==> src/rtl/jace_video_fetch.sv <==
// Jupiter Ace video fetch and raster: screen/char RAM fetch pipeline, pixel serialiser,
// sync, blank and frame interrupt generation, all advancing on pix_ce ticks.
module jace_video_fetch #(
  parameter int unsigned H_TOTAL  = 416,
  parameter int unsigned V_TOTAL  = 312,
  parameter int unsigned HS_START = 320,
  parameter int unsigned HS_LEN   = 32,
  parameter int unsigned VS_START = 248,
  parameter int unsigned VS_LEN   = 8,
  parameter int unsigned INT_LEN  = 64
) (
  input  logic       clk,
  input  logic       rst_n,
  input  logic       pix_ce,
  output logic [9:0] scr_addr,
  input  logic [7:0] scr_data,
  output logic [9:0] chr_addr,
  input  logic [7:0] chr_data,
  output logic       video,
  output logic       blank,
  output logic       hsync_n,
  output logic       vsync_n,
  output logic       int_n
);

  localparam int unsigned CNT_W = 9;

  localparam logic [CNT_W-1:0] H_LAST     = CNT_W'(H_TOTAL - 1);
  localparam logic [CNT_W-1:0] V_LAST     = CNT_W'(V_TOTAL - 1);
  localparam logic [CNT_W-1:0] HS_FIRST   = CNT_W'(HS_START);
  localparam logic [CNT_W-1:0] HS_LAST    = CNT_W'(HS_START + HS_LEN - 1);
  localparam logic [CNT_W-1:0] VS_FIRST   = CNT_W'(VS_START);
  localparam logic [CNT_W-1:0] VS_LAST    = CNT_W'(VS_START + VS_LEN - 1);
  localparam logic [CNT_W-1:0] INT_END    = CNT_W'(INT_LEN);
  localparam logic [CNT_W-1:0] ACT_LINES  = CNT_W'(192);
  localparam logic [CNT_W-1:0] ACT_TICKS  = CNT_W'(256);
  localparam logic [CNT_W-1:0] DISP_FIRST = CNT_W'(7);
  localparam logic [CNT_W-1:0] DISP_LAST  = CNT_W'(262);

  logic [CNT_W-1:0] hcount;
  logic [CNT_W-1:0] vcount;
  logic             code_inv_r;
  logic [7:0]       pat_r;
  logic             inv_r;
  logic [7:0]       shift;

  logic             fetch;
  logic             disp;
  logic             load_slot;
  logic [7:0]       load_pat;
  logic             pix;

  // Window decode and next pixel selection for the current tick position.
  always_comb begin
    fetch     = (vcount < ACT_LINES) && (hcount < ACT_TICKS);
    disp      = (vcount < ACT_LINES) && (hcount >= DISP_FIRST) && (hcount <= DISP_LAST);
    load_slot = fetch && (hcount[2:0] == 3'd7);
    load_pat  = pat_r ^ {8{inv_r}};
    pix       = load_slot ? load_pat[7] : shift[7];
  end

  // Only the inverse bit of the character code is needed once chr_addr is formed.
  always_ff @(posedge clk or negedge rst_n) begin
    if (!rst_n) begin
      hcount     <= '0;
      vcount     <= '0;
      scr_addr   <= '0;
      chr_addr   <= '0;
      code_inv_r <= 1'b0;
      pat_r      <= '0;
      inv_r      <= 1'b0;
      shift      <= '0;
      video      <= 1'b0;
      blank      <= 1'b1;
      hsync_n    <= 1'b1;
      vsync_n    <= 1'b1;
      int_n      <= 1'b1;
    end else if (pix_ce) begin
      if (hcount == H_LAST) begin
        hcount <= '0;
        vcount <= (vcount == V_LAST) ? '0 : vcount + CNT_W'(1);
      end else begin
        hcount <= hcount + CNT_W'(1);
      end

      if (fetch) begin
        case (hcount[2:0])
          3'd1: scr_addr <= {vcount[7:3], hcount[7:3]};
          3'd3: begin
            code_inv_r <= scr_data[7];
            chr_addr   <= {scr_data[6:0], vcount[2:0]};
          end
          3'd5: begin
            pat_r <= chr_data;
            inv_r <= code_inv_r;
          end
          default: ;
        endcase
      end

      shift   <= load_slot ? {load_pat[6:0], 1'b0} : {shift[6:0], 1'b0};
      video   <= disp & pix;
      blank   <= ~disp;
      hsync_n <= ~((hcount >= HS_FIRST) && (hcount <= HS_LAST));
      vsync_n <= ~((vcount >= VS_FIRST) && (vcount <= VS_LAST));
      int_n   <= ~((vcount == VS_FIRST) && (hcount < INT_END));
    end
  end

endmodule
==> config.mk <==
export PLATFORM = sky130hd
export DESIGN_NAME = jace_video_fetch
export DESIGN_NICKNAME = d
export VERILOG_FILES = /design/src/rtl/jace_video_fetch.sv
export SDC_FILE = /design/constraint.sdc
export NUM_CORES = 1
export LEC_CHECK = 0
export CAP_MARGIN = 30
export CORE_ASPECT_RATIO = 0.8
export CORE_MARGIN = 4
export CORE_UTILIZATION = 55
export CTS_BUF_LIST = sky130_fd_sc_hd__clkbuf_2
export DETAILED_ROUTE_END_ITERATION = 7
export DONT_BUFFER_PORTS = 1
export PLACE_DENSITY = 0.7
export SLEW_MARGIN = 0
export SYNTH_ARGS = -nofsm -noshare
export SYNTH_HDL_FRONTEND = slang
export SYNTH_SLANG_ARGS = --single-unit
==> constraint.sdc <==
create_clock -name clk -period 2.3 [get_ports clk]
set_clock_uncertainty 0.1 [all_clocks]
set_input_delay 0.23 -clock clk [delete_from_list [all_inputs] [get_ports clk]]
set_output_delay 0.23 -clock clk [all_outputs]
set_load 0.02 [all_outputs]
==> reports/qor.txt, run 1 <==
Status -> complete, no violations
#FFs+latches synth -> 60
Setup-failing EPs final -> 0
Die Ht -> 73.1 um
Max IR drop VDD -> 0.000572 V
Setup TNS -> 0 ns
Residual DRC -> 0
Ports -> 44
Diode count -> 0
Critical R2R Capture -> chr_addr[3]
Critical path endpoint -> vcount[4]
CTS root buffer -> clkbuf_2
Synth unique cells -> 51
H-tree Lvls -> 3
CP endpoint kind -> flip-flop
Hold Crit Class -> in2async
Leak pwr -> 1.63 nW
XOR/XNOR Fraction of Synth Area -> 4.77%
Full die area -> 0.00652 mm^2
Final core utilization -> 64.8%
Avg Vias per Cell -> 5.67
Total power -> 0.00215 W
Post-route clock period utilization -> 89.8%
EDFF count, synth -> 0
Share of cells above drive strength 1 -> 27.1%
Antenna-violating nets left -> 0
Ys async rst share -> 100%
Worst setup path start -> pix_ce
Reg2reg setup slack -> 0.39 ns
Max Cap Viol -> 0
Sink Count -> 60
Slew margin rel. -> 35.5%
First-pass GRT wire length -> 8.89 mm
Count of input and output buffers -> 0
WP data required -> 2.61 ns
Global route overflow -> 0
DP Area -> 0.00294 mm^2
Achievable Freq -> 484 MHz
Slew Limit Fails -> 0
Critical path class -> in2reg
Worst hold margin -> 0.148 ns
Tot GR Track Use -> 18.5%
Largest family of logic cells by synthesized area -> multiplexers
Core area -> 0.00506 mm^2
Clock transition at path regs -> 0.17 ns
Adder-cell area share of the yosys netlist -> 3.01%
Post-Synthesis Cells -> 235
Mapped Area -> 0.00291 mm^2
Fin crit period -> 2.06 ns
Standard-cell rows -> 23
Mapped Nets -> 261
Arrival @ worst endpoint -> 2.38 ns
Later-pin clock latency in the skew report -> 0.53 ns
Initial antenna violation count -> 0
Crit Path Max Fanout -> 24
Iteration-0 DRC Markers -> 61
Die W -> 89.3 um
Ys Warns -> 0
Worst slew pin tran -> 0.964 ns
Inserted Clock Buffers -> 9
Multiplexer share of the synthesized area -> 16.4%
Pwr dens -> 655 mW/mm^2
Post-route cell area -> 0.00328 mm^2
RSZ-0062 raised after global routing -> false
Synth Area in Compound Gates -> 6.24%
Seq/Total Area, Yosys -> 51.8%
Syn avg cell area -> 12.4 um^2
Routed len/inst -> 16.3 um
Via count -> 1838
Largest net degree at the start of global routing -> 61
Post-Synth Simple-Gate Area -> 13.6%
Number of global-route vias before repair -> 1894
Area delta synth->final -> 12.8%
Post-synth top flop -> dfrtp_1
Fin. Hold Viols -> 0
Detail Placement HPWL -> 3.42 mm
CTS tree -> yes
GPL Wtd Cong -> 0.783
R2R cell count -> 4
Final nets -> 283
Worst reg2reg startpoint -> hcount[0]
Final WL -> 5.28 mm
Clk buf depth -> 2
Post-CTS Setup Repair Bufs -> 0
First-pass iteration count of the detailed router -> 4
CP startpoint kind -> input pin
Initial core utilization -> 57.4%
repair_timing:
item                      CTS  global route
gates resized for setup     0             0
hold endpoints to repair   95             0
hold buffers               19             0
flip-flops by register name, indices dropped and copies added (netlist names):
signal	cells
hcount	9
video	1
int_n	1
vcount	9
code_inv_r	1
hsync_n	1
vsync_n	1
chr_addr	10
blank	1
inv_r	1
shift	7
scr_addr	10
pat_r	8
critical path, cell delays in order:
cell	delay, ns
dlygate4sd3_1	1.17
nand3_1	0.25
or3_4	0.42
o31ai_2	0.21
o21ai_1	0.09
where the power goes:
part           internal [W]  total [W]  switching (W)
clock              0.000355   0.000760       0.000405
combinational     0.0000998   0.000212       0.000112
sequential          0.00109    0.00118      0.0000825
total               0.00155    0.00215       0.000599
cell families (layout without fill, tap and decap cells):
family	count (synthesis)	count (layout)
buffers and inverters	25	52
and+or+nand+nor	57	57
adders and majority gates	7	7
AOI/OAI and AO/OA	27	27
muxes	44	44
DFF	60	60
xor gates and xnor gates	15	15
per-stage QoR:
stage | std cells | setup slack [ns]
5_1_grt | 324 | 0.170
6_report | 324 | 0.235
3_3_place_gp | 289 | 0.421
3_5_place_dp | 289 | 0.375
2_1_floorplan | 235 | 0.618
4_1_cts | 324 | 0.262
how the worst min path moves through the flow:
stage                     start          end  slack [ns]
final                     rst_n     shift[7]        0.15
after floorplan           rst_n  chr_addr[0]       -0.17
after global routing      rst_n     shift[7]        0.11
after detailed placement  rst_n  scr_addr[2]       -0.16
after CTS                 rst_n     pat_r[2]        0.12
after global placement    rst_n  scr_addr[3]       -0.16
layout make-up:
class                   instances  area [um^2]
clock buffers                   9         45.0
repair buffers                 21          223
well taps                      62         77.6
flip-flops and latches         60         1510
inverters                      15         56.3
clock inverters                 7         91.3
fillers                       398         1780
multi-input cells             150         1280
per-layer routing:
layer	vias up	wire, um	global-route usage (%)
li1	871	-	-
met1	905	2380	23.2
met2	55	2280	25.8
met3	7	547	11.9
met4	0	71	6.45
met5	-	0	0
cell usage after synthesis, types with 2 or more instances:
cell	count	area share (%)
dfrtp_1	56	48
mux2_2	30	12
inv_1	14	1.8
mux2i_1	14	4.8
nand2_1	11	1.4
nor2_1	9	1.2
xor2_1	9	2.7
ha_1	7	3.0
o22ai_1	6	1.3
nand4_1	5	1.1
xnor2_1	5	1.5
buf_2	4	0.69
dfstp_2	4	3.6
nand3_1	4	0.69
o21ai_0	4	0.69
a21oi_1	3	0.52
a31oi_1	3	0.65
and3_1	3	0.65
buf_6	3	1.2
clkbuf_1	3	0.39
nor3_2	3	1.0
nand2b_1	2	0.43
nand3_2	2	0.69
nor3_1	2	0.34
o21ai_1	2	0.34
or4b_1	2	0.69
cell usage in the layout (no fill, tap or decap), types with 7 or more instances in the layout:
cell type,instances
mux2i_1,14
dlygate4sd3_1,18
nand2_1,11
nor2_1,9
ha_1,7
inv_1,14
dfrtp_1,56
clkbuf_2,9
xor2_1,9
mux2_2,30
Power figures use the tool's default switching activity.
==> run 2, diff against run 1 <==
Settings changed: PLACE_DENSITY 0.7 to 0.73.
Clock period 2.3 ns to 1.8 ns, I/O delays scaled along.
==> run 2 against run 1 <==
Effect of this change: the flow now finishes with violations (negative hold slack); sequential share of layout area is 0.97 points lower; clock power increased by 8.7%; largest power group unchanged; critical path depth unchanged.
==> reports/qor.txt, run 2 (synthesis gave the netlist of run 1 again) <==
Status -> complete, but fails checks
Violated checks -> negative hold slack
Max Cap Viol -> 0
First-pass GRT wire length -> 9.70 mm
Most common cell after layout, fill and taps aside -> dfrtp_1
P_sw -> 0.000776 W
Part of the power in the clock network -> 31.2%
Setup-failing EPs final -> 0
Max IR drop VDD -> 0.000558 V
Tot GR Track Use -> 20.1%
Detail Placement HPWL -> 3.72 mm
Antenna-violating nets left -> 0
Critical path class -> reg2reg
Fin. Hold Viols -> 18
# hold bufs at CTS -> 20
Number of global-route vias before repair -> 1957
Sequential share of power -> 56.4%
Post-route clock period utilization -> 95.4%
Slew margin rel. -> 72.3%
Clk buf depth -> 2
Largest net degree at the start of global routing -> 61
Final WL -> 5.66 mm
WP data required -> 2.10 ns
Worst setup path start -> vcount[8]
Most frequent cells in the layout -> dfrtp_1 (54), mux2_2 (30), dlygate4sd3_1 (18)
Slew Limit Fails -> 0
Dpl cells -> 299
Leak pwr -> 1.66 nW
Final WS setup -> 0.0836 ns
Layout Cells excl Fill -> 334
Pwr dens -> 789 mW/mm^2
Min-delay src -> pix_ce
Ports -> 44
Global route overflow -> 0
Fraction of power spent switching nets -> 29.3%
Routed len/inst -> 16.9 um
H-tree Lvls -> 3
Avg Vias per Cell -> 5.81
Full die area -> 0.00652 mm^2
Via count -> 1939
Fin crit period -> 1.72 ns
Total power -> 0.00265 W
Achievable Freq -> 583 MHz
DP Area -> 0.00302 mm^2
CTS root buffer -> clkbuf_2
CP endpoint kind -> flip-flop
RSZ-0062 raised after global routing -> false
Area delta synth->final -> 15.4%
Core area -> 0.00506 mm^2
Diode count -> 0
Count of input and output buffers -> 0
Hold Crit Class -> in2reg
First-pass iteration count of the detailed router -> 7
Pre-CTS setup slack -> 0.0782 ns
Worst reg2reg startpoint -> vcount[8]
Cell internal pwr -> 0.00187 W
Arrival @ worst endpoint -> 2.02 ns
Initial core utilization -> 57.4%
Share of cells above drive strength 1 -> 30.9%
Clock transition at path regs -> 0.17 ns
Residual DRC -> 0
CP startpoint kind -> flip-flop
Setup TNS -> 0 ns
Comb power frac -> 12.4%
Final nets -> 293
Post-route cell area -> 0.00336 mm^2
Initial antenna violation count -> 0
Worst hold margin -> -0.378 ns
Sink Count -> 60
Later-pin clock latency in the skew report -> 0.49 ns
Iteration-0 DRC Markers -> 100
Die Ht -> 73.1 um
CTS tree -> yes
GPL Wtd Cong -> 0.842
Crit Path Max Fanout -> 11
Die W -> 89.3 um
Worst slew pin tran -> 0.416 ns
Top Registers -> chr_addr: 10 flops, scr_addr: 10 flops
Standard-cell rows -> 23
Inserted Clock Buffers -> 9
run 2: changes by cell type in the layout (fill, tap and decap cells not counted), sizes merged:
cell,previous run,this run
clkinv,4,3
buf,3,13
bufinv,2,1
clkinvlp,1,3
run 2: final cells by class:
type	instances	area, um^2
repair buffers	31	310
inverters	15	56.3
well taps	62	77.6
multi-input cells	150	1290
fillers	385	1710
flip-flops and latches	60	1510
clock inverters	7	67.6
clock buffers	9	45.0
run 2: per-stage QoR:
step	hold WS, ns	util [%]
floorplan	-0.216	-
global placement	-0.214	59.7
detailed placement	-0.214	59.7
CTS	-0.427	66.2
global route	-0.439	66.3
finish	-0.378	66.3
run 2: worst max-delay path, stage by stage (launching register included):
cell and delay (ns):
dfrtp_1 0.49, nor2_2 0.21, and3_2 0.29, nand2_1 0.11, buf_12 0.16, mux2_2 0.27
run 2: power groups by stage:
stage	combinational, W	sequential [W]	clock [W]
2_1_floorplan	0.000213	0.00148	0
3_3_place_gp	0.000243	0.00151	0
3_5_place_dp	0.000258	0.00151	0
4_1_cts	0.000342	0.00149	0.000854
5_1_grt	0.000373	0.00150	0.000922
6_report	0.000329	0.00149	0.000826
run 2: final timing paths:
| kind | to | slack (ns) | cells past startpoint |
|---|---|---|---|
| max | chr_addr[4] | 0.08 | 5 |
| min | int_n | -0.38 | 1 |
| max reg2reg | chr_addr[4] | 0.08 | 5 |
| min reg2reg | inv_r | 0.43 | 1 |
| max in group asynchronous | hsync_n | 1.16 | 2 |
| min in group asynchronous | hcount[5] | 0.13 | 2 |
run 2: what timing repair did:
item,4_1_cts,5_1_grt
endpoints found under the hold margin,99,21
gates resized for setup,0,4
setup buffers,0,0
setup endpoints to repair,0,12
run 2: metal layers:
layer  up-vias  share of wire [%]  GRT usage [%]
met5         -                  0              0
met4         0                1.6           6.45
met3        10                6.8           9.59
met2        58                 45           27.9
met1       974                 46           27.7
li1        897                  -              -
